[src/rtl/mem_port_arbiter.sv]
// Round-robin arbiter and sequencer that shares one data-memory port between
// instruction fetch (port 0, read-only) and load/store (port 1).
module mem_port_arbiter #(
  parameter int AW = 32,
  parameter int DW = 32
) (
  input  logic          clk,
  input  logic          rst,
  input  logic          i_m0_req_valid,
  output logic          o_m0_req_ready,
  input  logic [AW-1:0] i_m0_req_addr,
  output logic          o_m0_resp_valid,
  output logic [DW-1:0] o_m0_resp_rdata,
  input  logic          i_m1_req_valid,
  output logic          o_m1_req_ready,
  input  logic          i_m1_req_wen,
  input  logic [AW-1:0] i_m1_req_addr,
  input  logic [DW-1:0] i_m1_req_wdata,
  input  logic [2:0]    i_m1_req_wmask,
  output logic          o_m1_resp_valid,
  output logic [DW-1:0] o_m1_resp_rdata,
  output logic          o_mem_wen,
  output logic [AW-1:0] o_mem_raddr,
  output logic [AW-1:0] o_mem_waddr,
  output logic [DW-1:0] o_mem_wdata,
  output logic [2:0]    o_mem_wmask,
  input  logic [DW-1:0] i_mem_rdata
);

  typedef enum logic [2:0] {
    IDLE,
    RD_ISSUE,
    RD_DATA,
    WR_EN,
    WR_HOLD
  } state_t;

  state_t        r_state;
  state_t        w_next;
  logic          r_last_grant;
  logic          r_port;
  logic [AW-1:0] r_mem_raddr;
  logic [AW-1:0] r_mem_waddr;
  logic [DW-1:0] r_mem_wdata;
  logic [2:0]    r_mem_wmask;
  logic [DW-1:0] r_m0_rdata;
  logic [DW-1:0] r_m1_rdata;

  logic w_grant0;
  logic w_grant1;
  logic w_acc0;
  logic w_acc1;
  logic w_acc_rd;
  logic w_acc_wr;
  logic w_rd_data0;
  logic w_rd_data1;

  // On a tie the port that lost the previous arbitration wins this one.
  always_comb begin
    w_grant0   = i_m0_req_valid & (~i_m1_req_valid | r_last_grant);
    w_grant1   = i_m1_req_valid & (~i_m0_req_valid | ~r_last_grant);
    w_acc0     = (r_state == IDLE) & w_grant0;
    w_acc1     = (r_state == IDLE) & w_grant1;
    w_acc_wr   = w_acc1 & i_m1_req_wen;
    w_acc_rd   = w_acc0 | (w_acc1 & ~i_m1_req_wen);
    w_rd_data0 = (r_state == RD_DATA) & ~r_port;
    w_rd_data1 = (r_state == RD_DATA) & r_port;
  end

  always_comb begin
    w_next = r_state;
    case (r_state)
      IDLE: begin
        if (w_acc_wr) begin
          w_next = WR_EN;
        end else if (w_acc_rd) begin
          w_next = RD_ISSUE;
        end
      end
      RD_ISSUE: w_next = RD_DATA;
      RD_DATA:  w_next = IDLE;
      WR_EN:    w_next = WR_HOLD;
      WR_HOLD:  w_next = IDLE;
      default:  w_next = IDLE;
    endcase
  end

  always_ff @(posedge clk or posedge rst) begin
    if (rst) begin
      r_state      <= IDLE;
      r_last_grant <= 1'b1;
      r_port       <= 1'b0;
    end else begin
      r_state <= w_next;
      if (w_acc0 | w_acc1) begin
        r_last_grant <= w_acc1;
        r_port       <= w_acc1;
      end
    end
  end

  // Write address/data/mask are only reloaded on a store acceptance so they
  // stay stable through the memory's delayed commit and across later reads.
  always_ff @(posedge clk or posedge rst) begin
    if (rst) begin
      r_mem_raddr <= '0;
      r_mem_waddr <= '0;
      r_mem_wdata <= '0;
      r_mem_wmask <= '0;
    end else begin
      if (w_acc_rd) begin
        r_mem_raddr <= w_acc0 ? i_m0_req_addr : i_m1_req_addr;
      end
      if (w_acc_wr) begin
        r_mem_waddr <= i_m1_req_addr;
        r_mem_wdata <= i_m1_req_wdata;
        r_mem_wmask <= i_m1_req_wmask;
      end
    end
  end

  always_ff @(posedge clk or posedge rst) begin
    if (rst) begin
      r_m0_rdata <= '0;
      r_m1_rdata <= '0;
    end else begin
      if (w_rd_data0) begin
        r_m0_rdata <= i_mem_rdata;
      end
      if (w_rd_data1) begin
        r_m1_rdata <= i_mem_rdata;
      end else if (r_state == WR_HOLD) begin
        r_m1_rdata <= '0;
      end
    end
  end

  // Read data bypasses the capture register in the response cycle itself.
  always_comb begin
    o_m0_req_ready  = w_acc0;
    o_m1_req_ready  = w_acc1;
    o_m0_resp_valid = w_rd_data0;
    o_m1_resp_valid = w_rd_data1 | (r_state == WR_HOLD);
    o_m0_resp_rdata = w_rd_data0 ? i_mem_rdata : r_m0_rdata;
    o_m1_resp_rdata = w_rd_data1 ? i_mem_rdata :
                      (r_state == WR_HOLD) ? '0 : r_m1_rdata;
    o_mem_wen       = (r_state == WR_EN);
    o_mem_raddr     = r_mem_raddr;
    o_mem_waddr     = r_mem_waddr;
    o_mem_wdata     = r_mem_wdata;
    o_mem_wmask     = r_mem_wmask;
  end

endmodule

[config.mk]
export PLATFORM = sky130hd
export DESIGN_NAME = mem_port_arbiter
export DESIGN_NICKNAME = d
export VERILOG_FILES = /design/src/rtl/mem_port_arbiter.sv
export SDC_FILE = /design/constraint.sdc
export NUM_CORES = 1
export LEC_CHECK = 0
export ABC_CLOCK_PERIOD_IN_PS = 5530
export BUFFER_PORTS_ARGS = -buffer_cell sky130_fd_sc_hd__buf_2
export CELL_PAD_IN_SITES_DETAIL_PLACEMENT = 0
export CELL_PAD_IN_SITES_GLOBAL_PLACEMENT = 2
export CORE_UTILIZATION = 27
export DETAILED_ROUTE_END_ITERATION = 6
export PLACE_DENSITY = 0.73
export REMOVE_ABC_BUFFERS = 1
export SKIP_LAST_GASP = 1
export SLEW_MARGIN = 40
export SYNTH_ARGS = -nofsm -noshare
export SYNTH_HDL_FRONTEND = slang
export SYNTH_SLANG_ARGS = --single-unit
[constraint.sdc]
create_clock -name clk -period 5.53 [get_ports clk]
set_input_delay 0.8295 -clock clk [delete_from_list [all_inputs] [get_ports clk]]
set_output_delay 0.8295 -clock clk [all_outputs]
set_load 0.03 [all_outputs]
==> results.yml <==
status:
  status: "finished, final reports clean"
route:
  routed_via_density: 4.737
  wl_mm: 21.15
  postRouteAntennaNets: 0
  drtIter0Drc: 250
  wl_per_cell_um: 18.63
  via_count: 5377
  drt-pass1-iter-count: 6
  drc: 0
cts:
  cts_htree_levels: 4
  hold_buffers: 0
  clk_latency_ns: 0.42
  cts_setup_buffers: 0
  numCtsBuffers: 17
  cts_sinks: 168
  clk_pin_slew_ns: 0.07
  root_buffer: "clkbuf_16"
  cts_resized: 0
  cts.path.max_buffers: 2
  cts_tree: "done"
cells_and_area:
  nets: 928
  area_growth_pct: 35.52
  fin_cells: 1135
  final_area_um2: 9380
  utilization_pct: 37.25
  drive_gt1_share_pct: 44.65
  fillers: 2512
sta:
  finalClockSkew_ns: 0.01202
  min_period_ns: 3.173
  setup_viol: 0
  hold_viol_final: 0
  worst_pin_slew_ns: 0.8238
  slew_viol_final: 0
  setup_tns_ns: 0
  clock.fmax_mhz: 315.2
  rsz0062_at_grt: "false"
  relSlewSlack_pct: 45.08
  finalCritPeriodShare_pct: 57.38
logic_synthesis:
  synthesis.area_um2: 6922
  synth_top_family_by_area: "multiplexers"
  synth-adder-area-share_pct: 0
  syn_area_per_cell_um2: 13.68
  muxShareOfSynthArea_pct: 16.11
  yosys.area_share.simple_pct: 8.406
  synthFlopType: "dfrtp_1"
  synth_cells: 506
  synth_compound_area_share_pct: 10.85
  yosys_register_bits: 168
  yosysUniqueCellTypes: 30
  synth_edf_count: 0
  synth-xor-area-share_pct: 0
  ys_seq_area_share_pct: 60.76
  yosys_warnings: 0
  async_flop_share_pct: 100.0
setup_path:
  rr_endpoint: "o_mem_wdata[13]"
  critPathKind: "reg -> out"
  cp-end-kind: "output pin"
  reg2reg_from: "r_last_grant"
  r2r_slack_ns: 3.15
  critPathRequiredTime_ns: 4.70
  crit_end: "o_m1_req_ready"
  path_max_fanout: 36
  startpoint: "r_state[0]"
  worstPathArrival_ns: 2.34
  cp-start-kind: "register"
  reg2reg_depth: 5
place:
  dp_hpwl_mm: 14.31
  place_area_um2: 8762
  port_buffers: 303
  place_congestion: 0.7280
  dp.cells: 1102
floorplan:
  fp.dieW_um: 162.1
  die_h_um: 162.1
  rows: 58
  boundaryPins: 304
  dieArea_um2: 26280
  initial_core_util_pct: 27.49
  core_um2: 25180
global_route:
  grtUsageTotal_pct: 16.29
  gr-total-overflow: 0
  antenna_found_initial: 1
  grt_pass1_vias: 5523
  grt_max_degree: 102
  grt_first_pass_wirelength_mm: 32.72
pwr:
  leakage_uw: 0.004474
  peakVddDrop_mv: 0.3475
  powerDensity_nw_per_um2: 719.4
job:
  cap_violations: 0
hold_path:
  hp-class: "in -> async"
==> kinds of logic (layout without fill, tap and decap cells) <==
kind of cell | after synthesis | in the layout
and+or+nand+nor | 83 | 83
muxes | 99 | 99
buffers and inverters | 56 | 354
other | 0 | 1
AOI/OAI and AO/OA | 100 | 100
DFF | 168 | 168
==> cell type report <==
class	count	area, µm²	share of cell area [%]
inverters	3	18.77	0.2001
clock buffers	17	425.4	4.535
well taps	330	412.9	4.402
repair buffers	320	1664	17.74
diodes	1	2.502	0.02668
multi-input cells	282	2489	26.53
flip-flops and latches	168	4205	44.83
clock inverters	14	162.7	1.734
==> cell usage in the layout, fill, tap and decap left out, types with 3 or more instances in the layout <==
cell type,Yosys,final
nand2b_1,3,3
nor3_1,32,32
inv_8,0,4
buf_4,2,16
mux2_1,99,99
buf_2,11,303
or4b_1,4,4
inv_6,0,5
a21o_1,3,3
clkbuf_16,0,17
a31oi_1,32,32
nand4b_1,30,30
dfrtp_1,167,167
o31ai_1,32,32
a22o_1,32,32
==> critical path, stage by stage (launching register included) <==
cell and delay [ns]:
dfrtp_1 0.51, or3_1 0.41, buf_4 0.27, nor3b_1 0.43, buf_2 0.30
==> registers in the layout, summed over array words and instances (netlist names) <==
signal / count
r_last_grant: 1
o_mem_raddr: 32
o_mem_wdata: 32
r_m0_rdata: 32
r_m1_rdata: 32
r_state: 3
o_mem_wmask: 3
o_mem_waddr: 32
r_port: 1
==> metal layers <==
metal  track usage, %  vias to the layer above  share of wire [%]
li1                 -                     2486                  -
met1            21.37                     2691                 44
met2            26.22                      186                 49
met3            4.316                       14                6.4
met4            4.889                        0                1.4
met5                0                        -                  0
==> where the power goes <==
part	switching [µW]	internal (µW)	leakage [µW]
sequential	271	1830	0.00202
clock	547	679	0.000287
combinational	2390	1030	0.00217
==> synthesized netlist by cell type (all sizes together) (3+ instances only) <==
cell | n | area, µm²
clkbuf | 31 | 116.4
nor3 | 32 | 160.2
inv | 3 | 11.26
buf | 22 | 141.4
nand2b | 3 | 18.77
a31oi | 32 | 200.2
dfrtp | 167 | 4179
or4b | 4 | 40.04
o31ai | 32 | 240.2
a22o | 32 | 280.3
mux2 | 99 | 1115
a21o | 3 | 22.52
nand4b | 30 | 262.8
==> how the worst min path moves through the flow <==
stage | cells past startpoint | start | slack (ns) | endpoint
4_1_cts | 1 | r_m0_rdata[24] | 0.48 | r_m0_rdata[24]
3_3_place_gp | 1 | r_m0_rdata[7] | 0.46 | r_m0_rdata[7]
6_report | 2 | rst | 0.36 | o_mem_wdata[31]
2_1_floorplan | 1 | r_last_grant | 0.51 | r_last_grant
5_1_grt | 2 | rst | 0.35 | o_mem_wdata[13]
3_5_place_dp | 1 | r_m0_rdata[1] | 0.47 | r_m0_rdata[1]
==> per-stage QoR <==
stage | worst slack, ns | hold slack (ns) | power, µW
global route | 2.184 | 0.3505 | 7135
finish | 2.357 | 0.3561 | 6748
floorplan | 0.1554 | 0.5059 | 4405
global placement | 2.657 | 0.4596 | 5552
CTS | 2.303 | 0.4824 | 6840
detailed placement | 2.569 | 0.4661 | 5577
Note: power is estimated with default switching activity, not from simulation.
